<file path="src/rtl/ans_ht_ltf_pkg.sv">
// Shared types and limits for the HT-LTF sequencer.
// State encoding, symbol limits and the symbol-count clamp.
package ans_ht_ltf_pkg;

  typedef enum logic [3:0] {
    IDLE,
    GRST,
    BOOT,
    WARM,
    REQ,
    STREAM,
    NEXT,
    FIN,
    ERR
  } state_t;

  localparam int SAMPLES_PER_SYM_DEF = 80;
  localparam int MAX_LTF = 4;

  function automatic logic [2:0] clamp_ltf(input logic [2:0] n);
    return (n > 3'(MAX_LTF)) ? 3'(MAX_LTF) : n;
  endfunction

endpackage

</file>
<file path="src/rtl/ans_iq_negate.sv">
// Per-component I/Q negation with saturation.
// The most negative value maps to the most positive one.
module ans_iq_negate (
  input  logic [31:0] din,
  input  logic        neg,
  output logic [31:0] dout
);

  function automatic logic [15:0] sneg(input logic [15:0] x);
    return (x == 16'h8000) ? 16'h7fff : (~x + 16'd1);
  endfunction

  assign dout = neg ? {sneg(din[31:16]), sneg(din[15:0])} : din;

endmodule

</file>
<file path="src/rtl/ans_ht_ltf_sequencer.sv">
// Drives the HT-LTF generator through reset, boot and warm-up,
// then streams each symbol out with its P-matrix sign applied.
module ans_ht_ltf_sequencer
  import ans_ht_ltf_pkg::*;
#(
  parameter int WARMUP_CYCLES   = 340,
  parameter int START_TIMEOUT   = 64,
  parameter int SAMPLES_PER_SYM = SAMPLES_PER_SYM_DEF
) (
  input  logic         clk,
  input  logic         reset,
  input  logic         start,
  input  logic [2:0]   num_ltf,
  input  logic [3:0]   neg_mask,
  input  logic [127:0] obf_coeff_in,
  output logic         gen_reset,
  output logic         gen_letsgo,
  output logic         gen_givemeoutput,
  output logic [127:0] gen_obf_coeff,
  input  logic [31:0]  gen_ltf,
  input  logic         gen_started,
  output logic [31:0]  ltf_sample,
  output logic         ltf_valid,
  output logic         ltf_last,
  output logic         busy,
  output logic         done,
  output logic         error
);

  localparam logic [15:0] WARM_LAST = 16'(WARMUP_CYCLES - 1);
  localparam logic [15:0] TO_LAST   = 16'(START_TIMEOUT - 1);
  localparam logic [15:0] SPS_LAST  = 16'(SAMPLES_PER_SYM - 1);
  localparam bit          ONE_SAMP  = (SAMPLES_PER_SYM == 1);

  state_t      state;
  logic [15:0] cnt;
  logic [2:0]  nsym;
  logic [1:0]  sym;
  logic [3:0]  mask;
  logic [31:0] neg_ltf;
  logic        cap;
  logic        cap_last;
  logic        final_sym;

  ans_iq_negate u_neg (
    .din  (gen_ltf),
    .neg  (mask[sym]),
    .dout (neg_ltf)
  );

  always_comb begin
    cap       = (state == REQ && gen_started) || state == STREAM;
    cap_last  = (state == STREAM) ? (cnt == SPS_LAST) : ONE_SAMP;
    final_sym = ({1'b0, sym} + 3'd1) == nsym;
  end

  // Generator strobes decode straight off the state register
  assign busy             = state != IDLE;
  assign gen_reset        = reset || state == GRST || state == ERR;
  assign gen_letsgo       = !reset && state == BOOT;
  assign gen_givemeoutput = !reset && (state == REQ || state == STREAM);
  assign done             = !reset && state == FIN;
  assign error            = !reset && state == ERR;

  always_ff @(posedge clk) begin
    if (reset) begin
      state         <= IDLE;
      cnt           <= '0;
      nsym          <= '0;
      sym           <= '0;
      mask          <= '0;
      gen_obf_coeff <= '0;
      ltf_sample    <= '0;
      ltf_valid     <= 1'b0;
      ltf_last      <= 1'b0;
    end else begin
      ltf_valid <= cap;
      ltf_last  <= cap && cap_last && final_sym;
      if (cap) ltf_sample <= neg_ltf;
      unique case (state)
        IDLE: begin
          if (start) begin
            nsym          <= clamp_ltf(num_ltf);
            mask          <= neg_mask;
            gen_obf_coeff <= obf_coeff_in;
            sym           <= '0;
            cnt           <= '0;
            state         <= (num_ltf == 3'd0) ? FIN : GRST;
          end
        end
        GRST: state <= BOOT;
        BOOT: begin
          cnt   <= '0;
          state <= WARM;
        end
        WARM: begin
          if (cnt == WARM_LAST) begin
            cnt   <= '0;
            state <= REQ;
          end else begin
            cnt <= cnt + 16'd1;
          end
        end
        REQ: begin
          if (gen_started) begin
            cnt   <= 16'd1;
            state <= ONE_SAMP ? NEXT : STREAM;
          end else if (cnt == TO_LAST) begin
            cnt   <= '0;
            state <= ERR;
          end else begin
            cnt <= cnt + 16'd1;
          end
        end
        STREAM: begin
          if (cnt == SPS_LAST) begin
            cnt   <= '0;
            state <= NEXT;
          end else begin
            cnt <= cnt + 16'd1;
          end
        end
        NEXT: begin
          sym   <= sym + 2'd1;
          state <= final_sym ? FIN : GRST;
        end
        FIN:     state <= IDLE;
        ERR:     state <= IDLE;
        default: state <= IDLE;
      endcase
    end
  end

endmodule

</file>
<file path="config.mk">
export PLATFORM = sky130hd
export DESIGN_NAME = ans_ht_ltf_sequencer
export DESIGN_NICKNAME = d
export VERILOG_FILES = /design/src/rtl/ans_ht_ltf_pkg.sv /design/src/rtl/ans_iq_negate.sv /design/src/rtl/ans_ht_ltf_sequencer.sv
export SDC_FILE = /design/constraint.sdc
export NUM_CORES = 1
export LEC_CHECK = 0
export CORE_MARGIN = 2
export CORE_UTILIZATION = 40
export DETAILED_ROUTE_END_ITERATION = 16
export MAX_ROUTING_LAYER = met4
export PLACE_DENSITY = 0.76
export SYNTH_ARGS = -nofsm -noshare
export SYNTH_HDL_FRONTEND = slang
export SYNTH_HIERARCHICAL = 1
export SYNTH_SLANG_ARGS = --single-unit
</file>
<file path="constraint.sdc">
create_clock -name clk -period 2.3 [get_ports clk]
set_input_delay 0.345 -clock clk [delete_from_list [all_inputs] [get_ports clk]]
set_output_delay 0.345 -clock clk [all_outputs]
set_load 0.01 [all_outputs]
</file>
==> impl_results.md, run 1 <==
* GRT overflow at 0
* Die W at 146 um
* Critical-path maximum fanout at 10
* Residual DRC at 0
* DP Area at 12000 um^2
* ANT nets after route at 0
* Register area share after synthesis at 47.6%
* Predominant post-synthesis flop cell: dfxtp_1
* Global-route wire length before repair at 42.0 mm
* Setup violations, final at 0
* Drt first-iter violations at 426
* Status: completed
* I/O Pins at 339
* CTS root buffer: clkbuf_16
* Setup slack, reg-to-reg at 250 ps
* Distinct cells, synth at 60
* Highest clock rate at between 400 and 500 MHz
* Cells after Synth at 1048
* GRT Total Usage at around a quarter
* Critical Path RT at 1960 ps
* Hold buffers post-CTS at 0
* Routed vias at 8373
* Vias in the first global route at a little over 8000
* TritonRoute pass-1 iters at 5
* Maximum vdd drop at 0.000498 V
* CP startpoint: state[3]
* Reg2Reg Launch Point: cnt[7]
* Worst R2R Path Depth at 5
* Clock Skew at 11.4 ps
* Slew Viols, Final at 0
* Core Region at between 15000 and 20000 um^2
* TritonCTS buffer count at 17
* Placer Congestion at about 0.9
* Lkg Pwr at 4.64 nW
* Die ar. at 21300 um^2
* Top routing layer in use: met4
* Synth Register Bits at 191
* Met1 wire length at 10.5 mm
* Synthesized area at 8040 um^2
* Final WL at around 27 mm
* Clock insertion delay at the later pin of the skew report at 430 ps
* Clock Sinks at between 150 and 200
* Antenna violations before repair at 4
* CP endpoint kind: output port
* Mapped Avg Cell Area at 7.67 um^2
* Post-synth ARST share at 0%
* Final Util at 64.4%
* H-tree Lvls at 4
* Number of synthesized flops with an enable pin at 0
* YS warnings at 6
* Pwr/cell area at 750 nW/um^2
* Clock Path Buffers at 2
* Final min period at roughly 2200 ps
* WL/cell at between 15 and 20 um
* Number of non-filler instances in the completed layout at 1677
* Post-synth net total at 1223
* Fin. Hold Viols at 0
* Met2 wire len at 13.3 mm
* Nets at 1571
* Via density per instance at 4.99
* Clk slew on worst S/H paths at 70 ps
* Chip height at approximately 150 um
* WS Path Type: reg2out
* Share of cells above drive strength 1 at ~9%
* Max_cap viols at 0
* CTS tree: done
* Hold WC Path Type: in2reg
* Fin crit share at ~94%
* Cell Count Post-Placement at about 1600
* Row cnt at 51
* Starting Density at 41.0%
* Port Buffers at 338
* Startpoint types: flip-flop
* Final Cell Area at 12600 um^2
* CP arrival at roughly 1800 ps
* Layout area overhead at 56.8%
* Pin count of the biggest net entering global routing at 138
* Met3 WL at 2.49 mm
* Slew headroom at 50.7%
* Worst setup path endpoint: busy
* DPL Wire Length at 19.6 mm
* Worst reg2reg endpoint: state[1]
* Worst slew pin tran at 739 ps
==> cell usage after synthesis, types with 7 or more instances <==
cell type / count / share of area, %
xor2_1: 22 / 2.4
inv_1: 10 / 0.47
nor4_1: 8 / 0.62
nand2_1: 373 / 17
and3_1: 7 / 0.54
a21oi_1: 182 / 11
nor2_1: 36 / 1.7
o21ai_0: 10 / 0.62
dfxtp_1: 191 / 48
nand3_1: 11 / 0.68
clkbuf_1: 60 / 2.8
buf_2: 13 / 0.81
nor3_1: 11 / 0.68
xnor2_1: 11 / 1.2
or3_1: 7 / 0.54
==> cell families after synthesis <==
kind of cell	share of synthesized area [%]
muxes	1.17
DFF	47.6
adders and majority gates	0.622
AOI/OAI and AO/OA	16.0
buffers and inverters	4.31
and+or+nand+nor	26.7
xor gates and xnor gates	3.59
==> layer usage <==
metal | vias to the layer above | GRT usage (%)
met5 | - | -
li1 | 4197 | -
met2 | 299 | 43.2
met1 | 3841 | 27.7
met4 | 0 | 8.73
met3 | 36 | 8.71
==> per-stage QoR <==
| stage | setup TNS, ps | worst slack [ps] | power, mW | hold WS, ps |
|---|---|---|---|---|
| after detailed placement | -8460 | -408 | 6.59 | 446 |
| after floorplan | 0 | 235 | 5.17 | 422 |
| after CTS | 0 | 2.71 | 9.54 | 210 |
| after global placement | -6810 | -350 | 6.56 | 440 |
| after global routing | -17.1 | -17.1 | 9.94 | 233 |
| final | 0 | 138 | 9.45 | 222 |
==> worst min path at each step <==
| stage | startpoint | to | slack (ps) | cells after the start |
|---|---|---|---|---|
| final | reset | ltf_last | 220 | 4 |
| after floorplan | gen_started | state[3] | 420 | 1 |
| after CTS | reset | ltf_last | 210 | 4 |
| after global placement | gen_obf_coeff[63] | gen_obf_coeff[63] | 440 | 2 |
| after global routing | reset | ltf_last | 230 | 4 |
| after detailed placement | gen_obf_coeff[17] | gen_obf_coeff[17] | 450 | 2 |
==> flip-flops by register name (all words and copies together) (netlist names) <==
register	cells
cnt	16
gen_obf_coeff	128
ltf_last	1
ltf_sample	32
ltf_valid	1
mask	4
nsym	3
state	4
sym	2
==> report_power, final <==
group	switching (mW)	internal [mW]	total, mW
logic	1.36	1.31	2.67
registers	0.200	3.65	3.85
clock network	1.40	1.53	2.93
==> worst max-delay path, stage by stage (launching register included) <==
cell and delay, ps:
dfxtp_2 440, nor2_1 100, buf_4 170, nand2_1 120
clkdlybuf4s50_1 550
==> what timing repair did <==
| item | in CTS | in global routing |
|---|---|---|
| setup buffers | 0 | 1 |
| endpoints found under the setup margin | 2 | 18 |
| pin swaps | 0 | 1 |
| gates cloned | 0 | 0 |
| resized for setup | 2 | 5 |
==> final cells by class <==
cell class	count	area, um^2
timing repair buffer	405	3930
antenna	4	10.0
sequential	191	3830
multi-input combinational	771	3900
fill	1746	6980
clock inverter	14	148
tap	265	332
clock buffer	17	425
inverter	10	37.5
==> cell usage in the layout (no fill, tap or decap), types with 4 or more instances in the layout <==
cell and n:
a21oi_1 182, clkdlybuf4s50_1 336, dfxtp_2 4, or3_1 7
buf_4 64, diode_2 4, nand3_1 10, inv_6 4
mux2i_1 6, nor3b_1 4, dfxtp_1 187, and4_1 4
xor2_1 22, nor4_1 8, o21ai_0 10, nor2_1 35
o31ai_1 6, inv_8 4, o41ai_1 6, ha_1 4
xnor2_1 11, nor3_1 10, clkbuf_16 17, and3_1 6
nand2_1 373, or4_1 6, inv_1 10, nand4_1 6
Note: power is estimated with default switching activity, not from simulation.
==> run 2, diff against run 1 <==
--- a/config.mk
+++ b/config.mk
@@ -6,10 +6,10 @@
 export NUM_CORES = 1
 export LEC_CHECK = 0
 export CORE_MARGIN = 2
-export CORE_UTILIZATION = 40
+export CORE_UTILIZATION = 43
 export DETAILED_ROUTE_END_ITERATION = 16
 export MAX_ROUTING_LAYER = met4
-export PLACE_DENSITY = 0.76
+export PLACE_DENSITY = 0.81
 export SYNTH_ARGS = -nofsm -noshare
 export SYNTH_HDL_FRONTEND = slang
 export SYNTH_HIERARCHICAL = 1
==> constraint.sdc (replaced) <==
create_clock -name clk -period 2.3 [get_ports clk]
set_input_delay 0.46 -clock clk [delete_from_list [all_inputs] [get_ports clk]]
set_output_delay 0.46 -clock clk [all_outputs]
set_load 0.01 [all_outputs]
==> run 2 against run 1 <==
Compared with the run above: sequential power is essentially flat; final area increased by 1.1%; wire length up 1.4%; first-iteration DRC count grew 4.5%; sequential share of layout area is 0.31 points lower; die area decreased by 6.8%; clock power about the same; non-clock buffer count is 9 higher; power grew 1.1%; largest power group unchanged; highest routed layer unchanged.
==> impl_results.md, run 2 (synthesis gave the netlist of run 1 again) <==
* WL/cell at 16.5 um (was 16.1 um)
* Chip height at 141 um (was 146 um)
* Number of non-filler instances in the completed layout at 1653 (was 1677)
* Hold buffers post-CTS at 0 (unchanged)
* Fin. Hold Viols at 0 (unchanged)
* CTS tree: done (unchanged)
* Die ar. at 19800 um^2 (was 21300 um^2)
* Crit path max-delay cell type: clkdlybuf4s50_1 (unchanged)
* Top cell family by delay on the critical path: buffers and inverters (unchanged)
* Clk slew on worst S/H paths at 80 ps (was 70 ps)
* Largest register by flop count: gen_obf_coeff (unchanged)
* Final Util at 68.8% (was 64.4%)
* Core Region at 18500 um^2 (was 19600 um^2)
* Share of cells above drive strength 1 at 10.1% (was 8.81%)
* Critical-path maximum fanout at 7 (was 10)
* Row cnt at 50 (was 51)
* Highest clock rate at 452 MHz (was 462 MHz)
* DPL Wire Length at 19.6 mm (about the same)
* Final Hold Slack at 368 ps (was 222 ps)
* Commonest non-fill, non-tap cells in the layout: 373 x nand2_1, 331 x clkdlybuf4s50_1, 188 x dfxtp_1 (was 373 x nand2_1, 336 x clkdlybuf4s50_1, 187 x dfxtp_1)
* Maximum vdd drop at 0.000512 V (was 0.000498 V)
* WS Path Type: reg2out (unchanged)
* Max reg flops at 128 (unchanged)
* CP Cell Sequence: buf_4, nor2_1, nand2_1, clkdlybuf4s50_1 (was nor2_1, buf_4, nand2_1, clkdlybuf4s50_1)
* Crit path buffers/inverters at 2 (unchanged)
* Routed vias at 8594 (was 8373)
* Critical Path RT at 1840 ps (was 1960 ps)
* Fin crit share at 96.1% (was 94.0%)
* Setup violations, final at 0 (unchanged)
* H-tree Lvls at 4 (unchanged)
* Antenna violations before repair at 1 (was 4)
* CP arrival at 1750 ps (was 1820 ps)
* Drt first-iter violations at 445 (was 426)
* Setup slack, reg-to-reg at 220 ps (was 250 ps)
* Cell Count Post-Placement at 1617 (was 1641)
* I/O Pins at 339 (unchanged)
* Via density per instance at 5.20 (was 4.99)
* Hold WC Path Type: in2reg (unchanged)
* Max_cap viols at 0 (unchanged)
* Top Registers: gen_obf_coeff (128), ltf_sample (32), cnt (16) (unchanged)
* Status: completed (unchanged)
* Lkg Pwr at 4.76 nW (was 4.64 nW)
* FILL cells at 1507 (was 1746)
* Commonest non-fill, non-tap cell in the layout: nand2_1 (unchanged)
* Clock insertion delay at the later pin of the skew report at 430 ps (about the same)
* Residual DRC at 0 (unchanged)
* GRT overflow at 0 (unchanged)
* Layout area overhead at 58.4% (was 56.8%)
* Final min period at 2210 ps (was 2160 ps)
* RSZ-0062 raised after global routing: false
* Vias in the first global route at 8219 (was 8057)
* GRT Total Usage at 27.7% (was 25.4%)
* Total power at 9.56 mW (was 9.45 mW)
* CTS root buffer: clkbuf_16 (unchanged)
* Starting Density at 43.4% (was 41.0%)
* TritonRoute pass-1 iters at 4 (was 5)
* Pin count of the biggest net entering global routing at 78 (was 138)
* Port Buffers at 338 (unchanged)
* TritonCTS buffer count at 17 (unchanged)
* Pwr/cell area at 750 nW/um^2 (about the same)
* Clock Skew at 8.72 ps (was 11.4 ps)
* CP endpoint kind: output port (unchanged)
* Slew headroom at 45.5% (was 50.7%)
* Slew Viols, Final at 0 (unchanged)
* Final setup margin at 88.8 ps (was 138 ps)
* Setup tns final at 0 ps (unchanged)
* Nets at 1580 (was 1571)
* ANT nets after route at 0 (unchanged)
* Global-route wire length before repair at 42.4 mm (was 42.0 mm)
* Worst slew pin tran at 818 ps (was 739 ps)
* Clock Sinks at 191 (unchanged)
* Post-place setup slack at -532 ps (was -408 ps)
* DP Area at 12100 um^2 (was 12000 um^2)
* Clock Path Buffers at 2 (unchanged)
* Final Cell Area at 12700 um^2 (was 12600 um^2)
* Final WL at 27.3 mm (was 27.0 mm)
* Placer Congestion at 0.906 (was 0.901)
* Die W at 141 um (was 146 um)
* Startpoint types: flip-flop (unchanged)
* Crit path largest cell delay at 560 ps (was 550 ps)
==> run 2: cell types whose count changed in the layout (fill, tap and decap cells not counted), sizes merged <==
cell           change
bufinv             -1
clkinv             +4
inv                -1
clkinvlp           -1
buf                +9
clkdlybuf4s50      -5
dlygate4sd2        +2
dlymetal6s2s       +3
diode              -3
==> run 2: report_power, final <==
part	leakage (nW)	switching (mW)	total (mW)	internal, mW
clock	0.281	1.46	2.91	1.45
combinational	2.92	1.42	2.81	1.38
sequential	1.56	0.191	3.84	3.65
total	4.76	3.08	9.56	6.48
==> run 2: worst register-to-register path, stage by stage (launching register included) <==
cell and delay [ps]:
dfxtp_1 390, ha_1 230, and3_1 240, nand4_1 110
a22o_1 340, or4_1 540, a21oi_1 160
==> run 2: cell type report <==
cell class,count,area (um^2),area share (%)
clock inverter,15,148,1.16
sequential,191,3830,30.1
timing repair buffer,414,4060,31.9
multi-input combinational,771,3940,30.9
antenna,1,2.50,0.0196
tap,234,293,2.30
clock buffer,17,425,3.34
inverter,10,37.5,0.295
==> run 2: worst paths after layout <==
| kind | end | cells past startpoint | startpoint |
|---|---|---|---|
| worst min-delay path | gen_obf_coeff[46] | 2 | reset |
| worst max-delay path | busy | 4 | state[0] |
| worst min register to register | gen_obf_coeff[107] | 2 | gen_obf_coeff[107] |
| worst max register to register | state[1] | 6 | cnt[0] |
==> run 2: what timing repair did <==
action | in CTS | in global routing
gates resized for setup | 8 | 17
pin swaps | 0 | 3
endpoints found under the hold margin | 0 | 0
gates cloned | 0 | 1
setup buffers | 0 | 2
setup endpoints to repair | 22 | 20
==> run 2: metal layers <==
metal  vias to the layer above  wire length, um  global-route usage (%)
met4                         0              805                    9.84
met1                      3997            10700                    31.8
met2                       323            13400                    45.9
met5                         -                0                       -
met3                        53             2350                    8.59
li1                       4221                -                       -
